--- src/rtl/fetch_unit_pkg.sv ---
// Shared fetch-stage constants: next-PC select encoding, NOP word, default reset PC.
package fetch_unit_pkg;

  localparam int NPC_OP_LENGTH = 3;

  typedef enum logic [NPC_OP_LENGTH-1:0] {
    NPC_PC4    = 3'd0,
    NPC_BRANCH = 3'd1,
    NPC_JUMP   = 3'd2,
    NPC_JR     = 3'd3
  } npc_op_e;

  localparam logic [31:0] NOP_INSTR        = 32'h0000_0000;
  localparam logic [31:0] DEFAULT_RESET_PC = 32'h0000_3000;

  function automatic logic is_redirect_op(input logic [NPC_OP_LENGTH-1:0] op);
    return (op == NPC_BRANCH) || (op == NPC_JUMP) || (op == NPC_JR);
  endfunction

endpackage

--- src/rtl/fetch_unit_npc_calc.sv ---
// Next-PC target mux: sequential, branch, jump and register-jump targets.
module npc_calc
  import fetch_unit_pkg::*;
(
  input  logic [NPC_OP_LENGTH-1:0] npc_op,
  input  logic [31:0]              pc,
  input  logic [31:0]              pc_d,
  input  logic [25:0]              instr_d,
  input  logic [31:0]              rs_data_d,
  output logic [31:0]              npc
);

  logic [31:0] pc_d_plus4;
  logic [31:0] br_offset;

  assign pc_d_plus4 = pc_d + 32'd4;
  assign br_offset  = {{14{instr_d[15]}}, instr_d[15:0], 2'b00};

  always_comb begin
    npc = pc + 32'd4;
    case (npc_op)
      NPC_BRANCH: npc = pc_d_plus4 + br_offset;
      NPC_JUMP:   npc = {pc_d_plus4[31:28], instr_d, 2'b00};
      NPC_JR:     npc = rs_data_d & 32'hFFFF_FFFC;
      default:    npc = pc + 32'd4;
    endcase
  end

endmodule

--- src/rtl/fetch_unit.sv ---
// IF stage: PC register, imem addressing, IF/ID register and redirect handling.
// FETCH_DELAY_SLOT_EN keeps the instruction fetched alongside a redirect (MIPS delay slot).
module fetch_unit
  import fetch_unit_pkg::*;
#(
  parameter logic [31:0] RESET_PC        = DEFAULT_RESET_PC,
  parameter int          IMEM_ADDR_WIDTH = 10
) (
  input  logic                       clk,
  input  logic                       rst,
  input  logic                       stallF,
  input  logic [NPC_OP_LENGTH-1:0]   npcOp,
  input  logic [31:0]                rsDataD,
  output logic [IMEM_ADDR_WIDTH-1:0] imem_addr,
  input  logic [31:0]                imem_rdata,
  output logic [31:0]                instrD,
  output logic [31:0]                pcD,
  output logic [31:0]                pc8D,
  output logic                       validD,
  output logic [5:0]                 opcodeD,
  output logic [5:0]                 funcD,
  output logic [4:0]                 rsD,
  output logic [4:0]                 rtD,
  output logic [4:0]                 rdD,
  output logic [15:0]                imm16D,
  output logic                       redirectF
);

  logic [31:0] pc_q, pc_d;
  logic [31:0] instr_q, instr_d;
  logic [31:0] pcd_q, pcd_d;
  logic        valid_q, valid_d;
  logic [31:0] npc;

  npc_calc u_npc_calc (
    .npc_op    (npcOp),
    .pc        (pc_q),
    .pc_d      (pcd_q),
    .instr_d   (instr_q[25:0]),
    .rs_data_d (rsDataD),
    .npc       (npc)
  );

  assign redirectF = valid_q & ~stallF & is_redirect_op(npcOp);

  always_comb begin
    pc_d    = pc_q;
    instr_d = instr_q;
    pcd_d   = pcd_q;
    valid_d = valid_q;
    if (!stallF) begin
      pcd_d = pc_q;
      if (redirectF) begin
        pc_d = npc;
`ifdef FETCH_DELAY_SLOT_EN
        instr_d = imem_rdata;
        valid_d = 1'b1;
`else
        // wrong-path fetch squashed into a bubble
        instr_d = NOP_INSTR;
        valid_d = 1'b0;
`endif
      end else begin
        pc_d    = pc_q + 32'd4;
        instr_d = imem_rdata;
        valid_d = 1'b1;
      end
    end
  end

  always_ff @(posedge clk) begin
    if (rst) begin
      pc_q    <= RESET_PC;
      instr_q <= NOP_INSTR;
      pcd_q   <= 32'd0;
      valid_q <= 1'b0;
    end else begin
      pc_q    <= pc_d;
      instr_q <= instr_d;
      pcd_q   <= pcd_d;
      valid_q <= valid_d;
    end
  end

  assign imem_addr = pc_q[IMEM_ADDR_WIDTH+1:2];
  assign instrD    = instr_q;
  assign pcD       = pcd_q;
  assign pc8D      = pcd_q + 32'd8;
  assign validD    = valid_q;
  assign opcodeD   = instr_q[31:26];
  assign funcD     = instr_q[5:0];
  assign rsD       = instr_q[25:21];
  assign rtD       = instr_q[20:16];
  assign rdD       = instr_q[15:11];
  assign imm16D    = instr_q[15:0];

endmodule

--- config.mk ---
export PLATFORM = sky130hd
export DESIGN_NAME = fetch_unit
export DESIGN_NICKNAME = d
export VERILOG_FILES = /design/src/rtl/fetch_unit_pkg.sv /design/src/rtl/fetch_unit_npc_calc.sv /design/src/rtl/fetch_unit.sv
export SDC_FILE = /design/constraint.sdc
export NUM_CORES = 1
export LEC_CHECK = 0
export ABC_AREA = 1
export CAP_MARGIN = 25
export CELL_PAD_IN_SITES_DETAIL_PLACEMENT = 1
export CELL_PAD_IN_SITES_GLOBAL_PLACEMENT = 2
export CORE_MARGIN = 10
export CORE_UTILIZATION = 27
export CTS_CLUSTER_DIAMETER = 200
export CTS_CLUSTER_SIZE = 10
export DETAILED_ROUTE_END_ITERATION = 8
export PLACE_DENSITY = 0.92
export SYNTH_ARGS = -nofsm -noshare
export SYNTH_HDL_FRONTEND = slang
export SYNTH_HIERARCHICAL = 1
export SYNTH_SLANG_ARGS = --single-unit
--- constraint.sdc ---
create_clock -name clk -period 3.3 [get_ports clk]
set_input_delay 0.495 -clock clk [delete_from_list [all_inputs] [get_ports clk]]
set_output_delay 0.495 -clock clk [all_outputs]
set_load 0.05 [all_outputs]
==> impl_metrics.csv, run 1 <==
group,metric,value,unit
worst_setup_path,cp.required,3.60,ns
sta,whs,0.484,ns
sta,maxSlewViolCount,0,
drt,dr_wl_met2,26400,um
floorplan,coreArea,36500,um2
place,hpwl,41000,um
synth,ys_types,52,
synth,synthArstFlopShare,0,
drt,wl_per_cell,21.2,um
global_routing,grt_max_degree,57,
synth,yosysTopAreaCell,"dfxtp_1",
sta,worstMarginPinSlew,0.690,ns
drt,drc_errors,0,
clock_tree,htreeDepth,3,
sta,skew,0.0122,ns
place,placed_area,13100,um2
power,pwr_density_cell,275,nW/um2
clock_tree,clockBufferDepth,2,
synth,yosysSeqAreaShare,0.195,
run,drv_cap,0,
synth,ys_top_cells_by_area,"dfxtp_1, nand2_1, inv_1",
worst_setup_path,critical_path.cell_chain,"nand2_1 -> nor2_4 -> nand2_4 -> nor2_4 -> nand2_2 -> inv_2 -> nand4_2 -> xnor2_1 -> ha_1 -> buf_4 -> nand2_1 -> nand2_1 -> nand2_1 -> nand2_1 -> nor2_1 -> nand3_1 -> nand2_1 -> nand3_2 -> nand2_1 -> a22oi_1 -> a21oi_1",
sta,fmax,0.305,GHz
worst_setup_path,startpoint_type,"register",
worst_setup_path,slowest_delay,0.39,ns
worst_setup_path,crit_path_max_fanout,5,
floorplan,start_util,0.273,
sta,setup_slack,0.0200,ns
synth,yosys-top-cells-count,"nand2_1, inv_1, nor2_1",
synth,synth.avg_cell_area,6.06,um2
clock_tree,cts_buffers,9,
drt,wl_met1,20900,um
synth,ys_ff_latch,97,
drt,top_layer,"met4",
sta,tns,0,ns
sta,hold_viol,0,
cells_and_area,final_cell_area,14100,um2
floorplan,io_pins,221,
clock_tree,cts-root-buf,"clkbuf_16",
worst_setup_path,path_class,"register to register",
clock_tree,clkSlewWorstSetupHoldPaths,0.08,ns
drt,dr.pass1.iters,5,
run_status,outcome,"completed",
global_routing,grt-ovfl-total,0,
floorplan,die_w,212,um
clock_tree,cts_tree,"built",
sta,slew_headroom,0.540,
worst_setup_path,path_buf_inv,2,
sta,rsz0062_at_grt,"true",
drt,ant_nets,0,
floorplan,die_y,212,um
cells_and_area,syn_to_final_growth,41.5,%
place,routabilityCongestion,0.966,
clock_tree,clkLatencyLatePin,0.37,ns
synth,netlist_area,9960,um2
cells_and_area,layout.nets,2018,
cells_and_area,drive_above_1_share,0.185,
drt,wl,50400,um
worst_setup_path,path_delay_family,"simple AND/OR/NAND/NOR gates",
synth,syn_inst,1645,
drt,vias,12107,
drt,met3WireLength,1960,um
worst_setup_path,crit_path_top_delay_cell,"dfxtp_4",
worst_setup_path,worst_path_most_repeated_cell,"nand2_1",
place,dp_slack,-0.109,ns
global_routing,grt_pass1_wl,74100,um
place,port_buffers,218,
sta,finalCritPeriodShare,0.994,
power,peakVddDrop,188,uV
power,p_leak,6.14,nW
cells_and_area,utilization,0.386,
worst_setup_path,end_kind,"register",
sta,fin_crit,3.28,ns
floorplan,dieArea,45000,um2
min_path,hold_path.class,"register to register",
global_routing,grt_pass1_vias,12212,
synth,ys_warn_count,6,
drt,drtIter0Drc,747,
synth,synth_edf_count,0,
worst_setup_path,crit_arrival,3.58,ns
floorplan,rows,70,
synth,yosysTopAreaCellShare,0.195,
cells_and_area,antenna_cells,0,
global_routing,antenna_found_initial,0,
synth,synth.most_common_cell,"nand2_1",
clock_tree,cts_sinks,97,
drt,via_per_inst,5.08,
synth,synth_ff_type,"dfxtp_1",
global_routing,track_usage,0.215,
synth,synth_nets,1753,
clock_tree,holdBufCountCts,0,
sta,final-setup-viol-count,0,
report_power, final:
| part | switching (mW) | internal [mW] |
|---|---|---|
| combinational | 0.898 | 0.503 |
| sequential | 0.0913 | 1.22 |
| clock | 0.509 | 0.654 |
| total | 1.50 | 2.38 |
stage by stage:
step | power, mW | std cells
2_1_floorplan | 2.10 | 1645
6_report | 3.88 | 2383
5_1_grt | 4.02 | 2383
3_3_place_gp | 2.63 | 2355
4_1_cts | 3.82 | 2372
3_5_place_dp | 2.66 | 2356
repair_timing:
action	CTS	global route
pin swaps	0	40
endpoints found under the setup margin	12	26
resized for setup	16	141
setup buffers	0	11
state kept, by name, indices dropped and copies added, names as in the netlist:
register and count:
validD 1, pc_q 32, instrD 32, pcD 32
metal layers:
| metal | GRT usage | vias to the layer above |
|---|---|---|
| li1 | - | 5815 |
| met2 | 0.398 | 262 |
| met3 | 0.0249 | 57 |
| met4 | 0.0605 | 0 |
| met5 | 0 | - |
| met1 | 0.253 | 5973 |
tightest hold or removal path, delay by kind of cell (launching register included):
kind            cells  cell delay (ns)
compound gates      1             0.06
buf+inv             1             0.07
flops               1             0.32
layout by cell type, fill, tap and decap left out, types with 16 or more instances in the layout:
master / n
a21oi_1: 112
a22oi_1: 30
buf_4: 139
clkdlybuf4s50_1: 201
dfxtp_1: 87
ha_1: 23
inv_1: 181
nand2_1: 467
nand2_2: 30
nand3_1: 89
nand3_2: 16
nand4_1: 28
nor2_1: 119
nor2_2: 31
nor2_4: 19
nor3_1: 33
o21ai_0: 54
xnor2_1: 17
xor2_1: 59
worst paths after layout:
check / start / to / slack, ns / cells after the start
worst max-delay path: pcD[4] / pc_q[26] / 0.02 / 21
worst min-delay path: pc_q[1] / pcD[1] / 0.48 / 2
worst min register to register: pc_q[1] / pcD[1] / 0.48 / 2
worst max register to register: pcD[4] / pc_q[26] / 0.02 / 21
logic make-up (layout without fill, tap and decap cells):
group | Yosys count | after routing | synth area share
XOR/XNOR | 84 | 84 | 0.0746
adder cells (fa/ha/maj) | 38 | 38 | 0.0485
buffers and inverters | 291 | 561 | 0.137
flip-flops | 97 | 97 | 0.195
AO/OA/AOI/OAI | 254 | 254 | 0.147
AND/OR/NAND/NOR | 881 | 881 | 0.398
final cells by class:
type	instances	area, um2
clock buffer	13	270
fill	4684	22400
tap	468	586
timing repair buffer	353	3240
clock inverter	3	47.5
inverter	192	723
multi-input combinational	1257	7270
sequential	97	1960
(Power assumes the default switching activity.)
==> inputs of run 2 (changes only) <==
--- a/config.mk
+++ b/config.mk
@@ -9,7 +9,7 @@
 export CAP_MARGIN = 25
 export CELL_PAD_IN_SITES_DETAIL_PLACEMENT = 1
 export CELL_PAD_IN_SITES_GLOBAL_PLACEMENT = 2
-export CORE_MARGIN = 10
+export CORE_MARGIN = 5
 export CORE_UTILIZATION = 27
 export CTS_CLUSTER_DIAMETER = 200
 export CTS_CLUSTER_SIZE = 10
==> run 2 against run 1 <==
  * Clock skew fell by 0.0015 ns
  * Sequential cell count did not move
  * Fmax fell by 0.12%
  * Count of clock-buffer cells in the layout fell by 4
  * Wire length fell by 2.3%
  * Register-to-register slack barely moved
  * Worst setup slack got worse by 0.0039 ns
==> impl_metrics.csv, run 2 (synthesis results as in run 1) <==
group,metric,value,unit
worst_setup_path,worst_path_most_repeated_cell,"buf_4",
clock_tree,cts_tree,"built",
drt,ant_nets,0,
cells_and_area,fillers,4671,
global_routing,track_usage,0.228,
global_routing,grt_use_met1,0.291,
place,dp_slack,-0.0621,ns
worst_setup_path,slowest_delay,0.42,ns
worst_setup_path,timing.rr.end,"pc_q[25]",
power,pwr_density_cell,278,nW/um2
clock_tree,clkLatencyLatePin,0.36,ns
place,hpwl,39900,um
global_routing,antenna_found_initial,0,
floorplan,dieArea,40800,um2
sta,rsz0062_at_grt,"true",
global_routing,grt_use_met2,0.404,
worst_setup_path,path_buf_inv,4,
worst_setup_path,cp.depth,18,
cells_and_area,antenna_cells,0,
drt,wl_per_cell,20.7,um
place,place_inst,2354,
cells_and_area,drive_above_1_share,0.170,
sta,tns,0,ns
cells_and_area,final_cell_area,13800,um2
floorplan,die_y,202,um
worst_setup_path,end_kind,"register",
floorplan,io_pins,221,
floorplan,rows,70,
sta,final-setup-viol-count,0,
floorplan,die_w,202,um
worst_setup_path,path_class,"register to register",
min_path,hold_path.class,"register to register",
global_routing,grt_pass1_vias,12306,
worst_setup_path,critical_path.cell_chain,"nand2_1 -> nor2_2 -> nand3_4 -> nor3_4 -> buf_6 -> xor2_1 -> buf_4 -> ha_1 -> a21oi_2 -> buf_4 -> buf_4 -> o21bai_1 -> a21oi_2 -> nand4_1 -> nand3_2 -> nand2_2 -> o21ai_1 -> a21oi_1",
drt,dr.pass1.iters,5,
sta,slew_headroom,0.550,
clock_tree,clkSlewWorstSetupHoldPaths,0.08,ns
sta,whs,0.487,ns
worst_setup_path,rr_startpoint,"pcD[8]",
sta,skew,0.0107,ns
cells_and_area,layout_commonest_cell,"nand2_1",
global_routing,grt-ovfl-total,0,
worst_setup_path,crit_path_max_fanout,4,
run_status,outcome,"completed",
cells_and_area,fin_cells,2375,
clock_tree,cts_buffers,9,
drt,drtIter0Drc,913,
clock_tree,cts-root-buf,"clkbuf_16",
place,routabilityCongestion,0.967,
worst_setup_path,startpoint_type,"register",
clock_tree,holdBufCountCts,0,
drt,wl,49200,um
sta,hold_viol,0,
cells_and_area,multi_input_area,7110,um2
worst_setup_path,r2r_cells,18,
sta,fmax,0.305,GHz
worst_setup_path,crit_arrival,3.51,ns
sta,fin_crit,3.28,ns
worst_setup_path,cp.required,3.52,ns
worst_setup_path,crit_path_top_delay_cell,"dfxtp_1",
drt,drc_errors,0,
run,drv_cap,0,
drt,vias,12218,
global_routing,grt_max_degree,57,
floorplan,coreArea,36500,um2
worst_setup_path,path_delay_family,"simple AND/OR/NAND/NOR gates",
worst_setup_path,startpoint,"pcD[8]",
cells_and_area,final_cell_mix,"nand2_1, clkdlybuf4s50_1, inv_1",
place,port_buffers,218,
global_routing,grt.busiest_layer,"met2",
global_routing,grt_pass1_wl,73200,um
clock_tree,htreeDepth,3,
power,p_leak,6.03,nW
power,peakVddDrop,214,uV
global_routing,met3_usage,0.0204,
place,placed_area,13000,um2
clock_tree,cts_sinks,97,
clock_tree,clockBufferDepth,2,
cells_and_area,syn_to_final_growth,39.0,%
sta,setup_slack,0.0161,ns
sta,worstMarginPinSlew,0.675,ns
floorplan,start_util,0.273,
drt,via_per_inst,5.14,
worst_setup_path,worst-r2r-setup-slack,0.02,ns
worst_setup_path,timing.critical_path.to,"pc_q[25]",
cells_and_area,layout.nets,2010,
sta,maxSlewViolCount,0,
sta,finalCritPeriodShare,0.995,
cells_and_area,regArea,1960,um2
## run 2: cell types whose count changed in the layout (fill, tap and decap cells not counted), sizes merged
cell          previous run  this run
clkinvlp                 0         2
clkbuf                  13         9
buf                    146       138
dlygate4sd2              1         0
dlymetal6s2s             5         6
inv                    192       195
clkinv                   2         1
## run 2: cell type report
cell class	count	area share
sequential	97	0.141
tap	468	0.0423
inverter	192	0.0520
multi-input combinational	1257	0.513
clock inverter	7	0.00614
timing repair buffer	345	0.229
clock buffer	9	0.0163
## run 2: timing repair
item / CTS / global route
setup endpoints to repair: 5 / 27
pin swaps: 0 / 23
setup buffers: 0 / 5
resized for setup: 9 / 111
## run 2: report_power, final
group          internal (mW)  total, mW  switching (mW)
combinational          0.492       1.38           0.885
clock                  0.604       1.15           0.546
sequential              1.22       1.32          0.0933
total                   2.32       3.84            1.52
## run 2: metal layers
layer | up-vias | wire, um | share of wire
met5 | - | 0 | 0
met3 | 89 | 2180 | 0.044
li1 | 5805 | - | -
met4 | 0 | 1670 | 0.034
met2 | 310 | 24600 | 0.50
met1 | 6014 | 20800 | 0.42
## run 2: how the worst min path moves through the flow
| stage | slack, ns | from | to | depth (start not counted) |
|---|---|---|---|---|
| global placement | 0.45 | pc_q[1] | pc_q[1] | 2 |
| finish | 0.49 | instrD[29] | instrD[29] | 2 |
| global route | 0.52 | pc_q[1] | pc_q[1] | 2 |
| floorplan | 0.44 | pc_q[0] | pc_q[0] | 2 |
| CTS | 0.49 | pc_q[0] | pc_q[0] | 2 |
| detailed placement | 0.48 | pc_q[0] | pc_q[0] | 2 |
## run 2: worst min-delay path: stages (launching register included)
cell and delay [ns]:
dfxtp_1 0.33, nand2_1 0.06, a21oi_1 0.06
## run 2: through the flow
step | utilization | power, mW
finish | 0.379 | 3.84
global route | 0.379 | 3.99
CTS | 0.366 | 3.79
detailed placement | 0.356 | 2.65
global placement | 0.356 | 2.63
floorplan | - | 2.10
